$ cat config.mk
export PLATFORM = sky130hd
export DESIGN_NAME = interrupt_controller_flat
export DESIGN_NICKNAME = d
export VERILOG_FILES = /design/src/rtl/intc_pkg.sv /design/src/rtl/interrupt_controller_if.sv /design/src/rtl/intc_priority_encoder.sv /design/src/rtl/interrupt_controller.sv /design/src/flat_wrapper.sv
export SDC_FILE = /design/constraint.sdc
export NUM_CORES = 1
export LEC_CHECK = 0
export BUFFER_PORTS_ARGS = -buffer_cell sky130_fd_sc_hd__buf_4
export CAP_MARGIN = 10
export CORE_MARGIN = 3
export CORE_UTILIZATION = 40
export CTS_CLUSTER_SIZE = 40
export DETAILED_ROUTE_END_ITERATION = 10
export GPL_TIMING_DRIVEN = 0
export PLACE_DENSITY = 0.76
export SETUP_SLACK_MARGIN = 0.3
export SLEW_MARGIN = 20
export SYNTH_ARGS = -nofsm -noshare
export SYNTH_HDL_FRONTEND = slang
export SYNTH_SLANG_ARGS = --single-unit
$ cat constraint.sdc
create_clock -name clk_i -period 7.62 [get_ports clk_i]
set_clock_uncertainty 0.1 [all_clocks]
set_input_delay 2.286 -clock clk_i [delete_from_list [all_inputs] [get_ports clk_i]]
set_output_delay 2.286 -clock clk_i [all_outputs]
set_load 0.05 [all_outputs]
$ cat src/rtl/intc_pkg.sv
// Shared definitions for the interrupt controller: register map, FSM states
// and the register data type.
package intc_pkg;

    localparam logic [2:0] ADDR_ENABLE     = 3'd0;
    localparam logic [2:0] ADDR_PENDING    = 3'd1;
    localparam logic [2:0] ADDR_TRIGGER    = 3'd2;
    localparam logic [2:0] ADDR_IN_SERVICE = 3'd3;
    localparam logic [2:0] ADDR_COMPLETE   = 3'd4;
    localparam logic [2:0] ADDR_STATUS     = 3'd5;

    typedef enum logic [1:0] {
        IDLE    = 2'd0,
        REQUEST = 2'd1,
        SERVICE = 2'd2
    } intc_state_e;

    typedef logic [31:0] reg_data_t;

endpackage

$ cat src/rtl/interrupt_controller_if.sv
// Register bus plus CPU request/acknowledge signals of the interrupt controller.
// Handshake: irq_o stays high with vector_o stable until the CPU pulses ack_i for
// one cycle (or the request is withdrawn); COMPLETE with the vector closes service.
interface interrupt_controller_if #(
    parameter int VECTOR_WIDTH = 3
);
    import intc_pkg::*;

    logic                    write_i;
    reg_data_t               write_data_i;
    logic [2:0]              write_address_i;
    logic                    read_i;
    logic [2:0]              read_address_i;
    reg_data_t               read_data_o;
    logic                    irq_o;
    logic [VECTOR_WIDTH-1:0] vector_o;
    logic                    ack_i;

    modport slave (
        input  write_i, write_data_i, write_address_i,
        input  read_i, read_address_i, ack_i,
        output read_data_o, irq_o, vector_o
    );

    modport master (
        output write_i, write_data_i, write_address_i,
        output read_i, read_address_i, ack_i,
        input  read_data_o, irq_o, vector_o
    );

endinterface

$ cat src/rtl/intc_priority_encoder.sv
// Combinational lowest-index-wins priority encoder.
module intc_priority_encoder #(
    parameter int SOURCES     = 8,
    parameter int INDEX_WIDTH = (SOURCES > 1) ? $clog2(SOURCES) : 1
) (
    input  logic [SOURCES-1:0]     req_i,
    output logic                   valid_o,
    output logic [INDEX_WIDTH-1:0] index_o
);

    // Scanning downward lets the lowest set bit overwrite any higher one.
    always_comb begin
        valid_o = |req_i;
        index_o = '0;
        for (int i = SOURCES - 1; i >= 0; i--) begin
            if (req_i[i]) begin
                index_o = INDEX_WIDTH'(i);
            end
        end
    end

endmodule

$ cat src/rtl/interrupt_controller.sv
// Latches peripheral interrupts, masks and prioritises them, and runs the
// request/acknowledge/complete handshake with the CPU.
module interrupt_controller
    import intc_pkg::*;
#(
    parameter int SOURCES      = 8,
    parameter int VECTOR_WIDTH = (SOURCES > 1) ? $clog2(SOURCES) : 1
) (
    input  logic                   clk_i,
    input  logic                   rst_i,
    input  logic [SOURCES-1:0]     irq_src_i,
    interrupt_controller_if.slave  bus,
    output intc_state_e            state_o
);

    logic [SOURCES-1:0]      enable_q;
    logic [SOURCES-1:0]      pending_q;
    logic [SOURCES-1:0]      pending_d;
    logic [SOURCES-1:0]      trigger_q;
    logic [SOURCES-1:0]      in_service_q;
    logic [SOURCES-1:0]      in_service_d;
    logic [SOURCES-1:0]      prev_q;

    intc_state_e             state_q;
    intc_state_e             state_d;
    logic                    irq_q;
    logic                    irq_d;
    logic [VECTOR_WIDTH-1:0] vector_q;
    logic [VECTOR_WIDTH-1:0] vector_d;

    logic [SOURCES-1:0]      eligible;
    logic [SOURCES-1:0]      rise;
    logic [SOURCES-1:0]      w1c_mask;
    logic [SOURCES-1:0]      ack_clear;
    logic [SOURCES-1:0]      vec_onehot;
    logic [SOURCES-1:0]      wdata;
    logic                    win_valid;
    logic [VECTOR_WIDTH-1:0] win_index;

    logic                    wr_enable;
    logic                    wr_pending;
    logic                    wr_trigger;
    logic                    wr_complete;
    logic                    complete_match;
    reg_data_t               rdata;
    logic                    unused_inputs;

    assign wdata          = bus.write_data_i[SOURCES-1:0];
    assign wr_enable      = bus.write_i && (bus.write_address_i == ADDR_ENABLE);
    assign wr_pending     = bus.write_i && (bus.write_address_i == ADDR_PENDING);
    assign wr_trigger     = bus.write_i && (bus.write_address_i == ADDR_TRIGGER);
    assign wr_complete    = bus.write_i && (bus.write_address_i == ADDR_COMPLETE);
    assign complete_match = wr_complete && (bus.write_data_i[VECTOR_WIDTH-1:0] == vector_q);

    // Reads have no side effects, so the strobe itself carries no information.
    assign unused_inputs = ^{bus.read_i, bus.write_data_i};

    assign eligible = pending_q & enable_q;
    assign rise     = irq_src_i & ~prev_q;
    assign w1c_mask = wr_pending ? wdata : '0;

    intc_priority_encoder #(
        .SOURCES     (SOURCES),
        .INDEX_WIDTH (VECTOR_WIDTH)
    ) u_prio (
        .req_i   (eligible),
        .valid_o (win_valid),
        .index_o (win_index)
    );

    always_comb begin
        vec_onehot           = '0;
        vec_onehot[vector_q] = 1'b1;
    end

    // Next-state and handshake outputs.
    always_comb begin
        state_d      = state_q;
        irq_d        = irq_q;
        vector_d     = vector_q;
        in_service_d = in_service_q;
        ack_clear    = '0;
        case (state_q)
            IDLE: begin
                if (win_valid) begin
                    vector_d = win_index;
                    irq_d    = 1'b1;
                    state_d  = REQUEST;
                end
            end
            REQUEST: begin
                if (bus.ack_i) begin
                    ack_clear    = vec_onehot & trigger_q;
                    in_service_d = vec_onehot;
                    irq_d        = 1'b0;
                    state_d      = SERVICE;
                end else if (!(|(vec_onehot & enable_q & pending_q))) begin
                    irq_d   = 1'b0;
                    state_d = IDLE;
                end
            end
            SERVICE: begin
                irq_d = 1'b0;
                if (complete_match) begin
                    in_service_d = '0;
                    state_d      = IDLE;
                end
            end
            default: begin
                irq_d   = 1'b0;
                state_d = IDLE;
            end
        endcase
    end

    // Edge bits: a new rising edge beats any clear in the same cycle.
    // Level bits simply follow the input and ignore clears.
    assign pending_d = (trigger_q & ((pending_q & ~(w1c_mask | ack_clear)) | rise))
                     | (~trigger_q & irq_src_i);

    always_ff @(posedge clk_i or posedge rst_i) begin
        if (rst_i) begin
            state_q      <= IDLE;
            irq_q        <= 1'b0;
            vector_q     <= '0;
            in_service_q <= '0;
        end else begin
            state_q      <= state_d;
            irq_q        <= irq_d;
            vector_q     <= vector_d;
            in_service_q <= in_service_d;
        end
    end

    always_ff @(posedge clk_i or posedge rst_i) begin
        if (rst_i) begin
            enable_q  <= '0;
            trigger_q <= '0;
            pending_q <= '0;
            prev_q    <= '0;
        end else begin
            prev_q    <= irq_src_i;
            pending_q <= pending_d;
            if (wr_enable) begin
                enable_q <= wdata;
            end
            if (wr_trigger) begin
                trigger_q <= wdata;
            end
        end
    end

    always_comb begin
        rdata = '0;
        case (bus.read_address_i)
            ADDR_ENABLE:     rdata[SOURCES-1:0]    = enable_q;
            ADDR_PENDING:    rdata[SOURCES-1:0]    = pending_q;
            ADDR_TRIGGER:    rdata[SOURCES-1:0]    = trigger_q;
            ADDR_IN_SERVICE: rdata[SOURCES-1:0]    = in_service_q;
            ADDR_STATUS:     rdata[VECTOR_WIDTH:0] = {vector_q, irq_q};
            default:         rdata = '0;
        endcase
    end

    assign bus.read_data_o = rdata;
    assign bus.irq_o       = irq_q;
    assign bus.vector_o    = vector_q;
    assign state_o         = state_q;

    a_in_service_onehot0: assert property (@(posedge clk_i) disable iff (rst_i)
        $onehot0(in_service_q));
    a_irq_only_in_request: assert property (@(posedge clk_i) disable iff (rst_i)
        irq_q == (state_q == REQUEST));

endmodule

$ cat src/flat_wrapper.sv
// flat-port wrapper written by rule: the top's interface ports become plain ports
module interrupt_controller_flat import intc_pkg::*;
#(
    parameter int SOURCES      = 8,
    parameter int VECTOR_WIDTH = (SOURCES > 1) ? $clog2(SOURCES) : 1
)
  (clk_i, rst_i, irq_src_i, state_o, bus_write_i, bus_write_data_i, bus_write_address_i, bus_read_i, bus_read_address_i, bus_ack_i, bus_read_data_o, bus_irq_o, bus_vector_o);
  interrupt_controller_if #(.VECTOR_WIDTH(VECTOR_WIDTH)) bus_i ();
  input  logic clk_i;
  input  logic rst_i;
  input  logic [SOURCES-1:0] irq_src_i;
  output intc_state_e state_o;
  input wire logic [$bits(bus_i.write_i)-1:0] bus_write_i;
  input wire logic [$bits(bus_i.write_data_i)-1:0] bus_write_data_i;
  input wire logic [$bits(bus_i.write_address_i)-1:0] bus_write_address_i;
  input wire logic [$bits(bus_i.read_i)-1:0] bus_read_i;
  input wire logic [$bits(bus_i.read_address_i)-1:0] bus_read_address_i;
  input wire logic [$bits(bus_i.ack_i)-1:0] bus_ack_i;
  output wire logic [$bits(bus_i.read_data_o)-1:0] bus_read_data_o;
  output wire logic [$bits(bus_i.irq_o)-1:0] bus_irq_o;
  output wire logic [$bits(bus_i.vector_o)-1:0] bus_vector_o;
  assign bus_i.write_i = bus_write_i;
  assign bus_i.write_data_i = bus_write_data_i;
  assign bus_i.write_address_i = bus_write_address_i;
  assign bus_i.read_i = bus_read_i;
  assign bus_i.read_address_i = bus_read_address_i;
  assign bus_i.ack_i = bus_ack_i;
  assign bus_read_data_o = bus_i.read_data_o;
  assign bus_irq_o = bus_i.irq_o;
  assign bus_vector_o = bus_i.vector_o;
  interrupt_controller #(.SOURCES(SOURCES), .VECTOR_WIDTH(VECTOR_WIDTH)) u_core (.clk_i(clk_i), .rst_i(rst_i), .irq_src_i(irq_src_i), .bus(bus_i), .state_o(state_o));
endmodule
* Word level (Yosys, flattened, before mapping)
Cells that the tools add are included.
** Cells by class
- $lt $le $gt $ge :: 2
- Equality and inequality tests :: 14
- Muxes and demuxes :: 27
- Bitwise gates (word level) :: 14
- Reduce and logical (&&, ||, !) cells :: 16
** Operators with widths (number)
- $and 8x8->8 :: 8
- $mux 8 :: 5
- $mux 3 :: 8
- $not 8->8 :: 3
- $or 8x8->8 :: 3
- $pmux 4 s5 :: 1
- $pmux 4 s4 :: 1
- $pmux 8 s2 :: 1
- $reduce_or 8->1 :: 2
- $eq 3x2->1 const B :: 3
- $mux 2 :: 4
- $eq 3x1->1 const B :: 2
- $eq 3x3->1 const B :: 2
- $logic_and 1x1->1 :: 6
- $logic_not 3->1 :: 2
- $pmux 2 s3 :: 1
- $reduce_and 3->1 :: 2
- $lt 3x4->1 const B :: 1
- $mux 1 :: 4
- $ne 2x2->1 const B :: 2
- $reduce_and 2->1 :: 2
- $demux 1 s3 :: 1
- $eq 3x3->1 :: 1
- $ge 3x1->1 const B :: 1
- other kinds (7) :: 7
** Word-level totals
- Flip-flop bits (word level) :: 46
- Logic and storage cells :: 81

* Longest topological paths before layout
- Depth in word-level cells :: 13
- Gate-level depth with buffers :: 5
- Mapped depth without buffers :: 4

* By module
From an unflattened synthesis, not the netlist that was laid out.
** Second synthesis, totals
- Cells, all modules :: 234
- Area, all modules :: 2556.2 µm²
** By module, submodules not included
- interrupt_controller :: times used 1, cells an instance 221, area an instance 2474.9 µm²
- intc_priority_encoder :: times used 1, cells an instance 13, area an instance 81.3 µm²

* Worst setup path before layout
No wires, ideal clock.
- Path kind :: input port to output port
- From :: input port bus_read_address_i[2]
- To :: output port bus_read_data_o[1]
- Arrival :: 3.932 ns
- Path slack :: 1.302 ns
- Stages on the path :: 5
- Cell sequence :: clkbuf_1 > mux2i_1 > nor2_1 > a21oi_1 > o21ai_0
** Between the ends
- Cells in the longest elaborated chain, start to end :: 2
** RTL lines
- start: declaration :: line flat_wrapper.sv:17 : input wire logic [$bits(bus_i.read_address_i)-1:0] bus_read_address_i;
- $eq 3x3->1 (tied with other cells) :: line interrupt_controller.sv:155 : case (bus.read_address_i)
- $pmux 4 s5 (*) :: line interrupt_controller.sv:155
- end: declaration :: line flat_wrapper.sv:19 : output wire logic [$bits(bus_i.read_data_o)-1:0] bus_read_data_o;
Every way passes the cells marked *; elsewhere a longest branch is shown, timed or not.

* Worst setup path in the final report
- From :: input port bus_read_address_i[0]
- To :: output port bus_read_data_o[6]
** Between the ends
- Cells in the longest elaborated chain, start to end :: 2
** RTL lines (line)
- $eq 3x2->1 (tied with other cells) :: interrupt_controller.sv:155
- $pmux 4 s4 (*) :: interrupt_controller.sv:155
Marked as above.

==> metrics.md <==
| Metric | Value |
|---|---|
| Most crowded layer after global routing | `met2` |
| Prevailing post-synth register cell | `dfrtp_1` |
| Crit. End Element | `primary output` |
| Switching power | `0.000418 W` |
| Combinational Power Share | `0.441` |
| Min-delay src | `u_core.in_service_q[5]$_DFFE_PP0P_` |
| CP arrival | `3660 ps` |
| Layout cells sized above 1 | `0.393` |
| Clock Power Share | `0.184` |
| CP cell instances | `clkbuf_1, mux4_2, nor2b_1, buf_4` |
| Worst hold path class | `reg2reg` |
| Initial antenna violation count | `0` |
| CTS tree | `built` |
| Clock tree sinks | `46` |
| DIE WIDTH | `86.0 um` |
| Critical path class | `in2out` |
| Leakage | `1.52 nW` |
| Critical Path RT | `5230 ps` |
| Number of library cell types mapped by synthesis | `49` |
| H-tree levels | `2` |
| CTS resizes | `0` |
| Area Growth Syn to Fin | `23.9%` |
| Final net count | `353` |
| Antenna Nets Post-Route | `0` |
| Fin. max-slew vios | `0` |
| Area leader, netlist | `dfrtp_1` |
| Clock Tree Buf Depth | `2` |
| Final setup margin | `1580 ps` |
| Gr usage total | `0.173` |
| Post-synth EDFFs | `0` |
| Worst R2R End | `u_core.bus.irq_o$_DFFE_PP0P_` |
| Status | `finished, final reports clean` |
| Setup TNS | `0 ps` |
| RR Startpoint | `u_core.bus.vector_o[2]$_DFFE_PP0P_` |
| Vias in the first global route | `1907` |
| DP Area | `3050 um^2` |
| Register area | `1150 um^2` |
| Vias per cell | `5.33` |
| Core area | `6060 um^2` |
| DRT Pass-1 Iters | `4` |
| Worst-Skew Late Latency | `300 ps` |
| Synth top area share | `0.450` |
| Drt first-iter violations | `138` |
| P_int | `0.000582 W` |
| Post-DR wirelength/cell | `16.2 um` |
| Max IR drop VDD | `0.196 mV` |
| ANT cells | `0` |
| Final core utilization | `0.523` |
| DIE AREA | `7390 um^2` |
| Sequential fraction of design power | `0.375` |
| GPL Wtd Cong | `0.937` |
| Count of final hold-check violations | `0` |
| Worst-margin pin slew | `663 ps` |
| Met2 Resource Use GR | `0.281` |
| RSZ-0062 raised after global routing | `false` |
| Synth Register Bits | `46` |
| PD cells | `315 nW/um^2` |
| Fraction of registers with async set/reset | `1.00` |
| Post-CTS Setup Inserts | `0` |
| Slowest cell on crit path | `mux4_2` |
| Switching Share | `0.418` |
| Std-Cell Rows | `28` |
| Drt drc | `0` |
| Cell Area, Synth | `2560 um^2` |
| Number of max-cap violations | `0` |
| Starting density of the core | `0.422` |
| Reg2Reg Setup Slack | `5640 ps` |
| Port Buf Inserts | `38` |
| Syn avg cell area | `11.0 um^2` |
| Worst-path clk slew | `80 ps` |
| Tmin final | `6040 ps` |
| Largest net degree at the start of global routing | `25` |
| WHS | `389 ps` |
| Tcrit/Tclk final | `0.793` |
| Multi-input gate area | `1250 um^2` |
| CP peak stage delay | `580 ps` |
| Worst Setup Start Kind | `input pin` |
| GR Util met1 | `0.240` |
| CTS Buf Count | `5` |
| DPL Wire Length | `4610 um` |
| Final WL | `6140 um` |
| Reg2reg path depth | `5` |
| Fill count | `578` |
| Sequential area share after synthesis | `0.450` |
| Gr ovfl total | `0` |
| Via count | `2013` |
| Worst hold path endpoint | `u_core.in_service_q[5]$_DFFE_PP0P_` |
| Post-Synthesis Cells | `233` |
| Max Fanout on Critical Path | `7` |
| Largest cells by area after synthesis | `dfrtp_1 (45%), mux2_2 (8.4%), buf_4 (7.0%)` |
| Clk Tree Root Cell | `clkbuf_8` |
| Final count of negative-setup-slack endpoints | `0` |
| Synth Warn # | `0` |
| First-pass GRT wire length | `9990 um` |
| Max frequency | `166 MHz` |
| Die Y | `86.0 um` |
| CTS Hold Bufs | `0` |
| Place WS | `1570 ps` |
| Max-slew headroom | `0.556` |
| Hold Path Depth | `1` |
| Final instance area | `3170 um^2` |
| M3 GR Usage | `0.0327` |
| IO Pins | `89` |
power by group through the flow:
stage | Combinational, W | Clock, W | Sequential (W)
floorplan | 0.000281 | 0 | 0.000410
finish | 0.000441 | 0.000184 | 0.000375
CTS | 0.000439 | 0.000190 | 0.000374
detailed placement | 0.000438 | 0 | 0.000378
global route | 0.000471 | 0.000198 | 0.000386
global placement | 0.000432 | 0 | 0.000374
placed cells by master (no fill, tap or decap), drive strengths merged, types with 2 or more instances in the layout:
master	n
buf	66
dfrtp	46
nand2	29
conb	24
mux2	19
a22o	12
clkbuf	10
a21oi	9
nor2	8
a21o	7
o21ai	7
nand3	6
a221oi	6
nor2b	5
mux4	4
mux2i	4
inv	4
xor2	3
and2b	2
a21bo	2
a222oi	2
o31ai	2
or2	2
clkinvlp	2
a31oi	2
area by class of cell:
class                   instances  share of cell area
plain buffers                  32              0.0726
clock buffers                   5              0.0217
clock inverters                 3              0.0142
inverters                       4             0.00474
multi-input cells             174               0.395
flip-flops and latches         46               0.363
well taps                      75              0.0296
repair buffers                 39              0.0987
critical path: cells and delay by family:
kind                   cells  cell delay (ps)
buffers and inverters      2              640
AND/OR/NAND/NOR            1              150
multiplexers               1              580
how the worst max path moves through the flow:
| stage | from | end | slack [ps] | depth (start not counted) |
|---|---|---|---|---|
| finish | bus_read_address_i[0] | bus_read_data_o[6] | 1580 | 4 |
| detailed placement | bus_read_address_i[0] | bus_read_data_o[4] | 1570 | 4 |
| global placement | bus_read_address_i[0] | bus_read_data_o[6] | 1600 | 4 |
| global route | bus_read_address_i[0] | bus_read_data_o[6] | 1490 | 4 |
| CTS | bus_read_address_i[0] | bus_read_data_o[6] | 1560 | 4 |
| floorplan | bus_read_address_i[2] | bus_read_data_o[1] | 1300 | 5 |
through the flow:
| step | total power (W) | instances |
|---|---|---|
| after detailed placement | 0.000816 | 370 |
| final | 0.00100 | 378 |
| after global routing | 0.00106 | 378 |
| after CTS | 0.00100 | 378 |
| after global placement | 0.000806 | 369 |
| after floorplan | 0.000691 | 256 |
kinds of logic after synthesis:
logic type	share of synthesized area
simple gates	0.133
compound gates	0.175
flops	0.450
buf+inv	0.0958
mux	0.134
xor+xnor	0.0103
other cells	0.00147
synth_stat cells, drive strengths merged, types with 3 or more instances:
library cell / n
xor2: 3
nand3: 6
a22o: 12
a21o: 7
clkbuf: 5
inv: 4
mux2: 19
nand2: 29
mux2i: 4
a221oi: 6
mux4: 4
nor2b: 5
dfrtp: 46
a21oi: 9
nor2: 8
o21ai: 7
buf: 27
metal layers:
layer / wire length, um / part of all wire
met1: 2620 / 0.43
met2: 2940 / 0.48
met3: 567 / 0.092
met4: 18 / 0.0029
met5: 0 / 0
registers in the layout, indices dropped and copies added, names as in the netlist:
| register | flops |
|---|---|
| u_core.enable_q | 8 |
| u_core.in_service_q | 8 |
| u_core.pending_q | 8 |
| u_core.prev_q | 8 |
| u_core.trigger_q | 8 |
| u_core.bus.vector_o | 3 |
| u_core.state_o | 2 |
| u_core.bus.irq_o | 1 |
(Power assumes the default switching activity.)
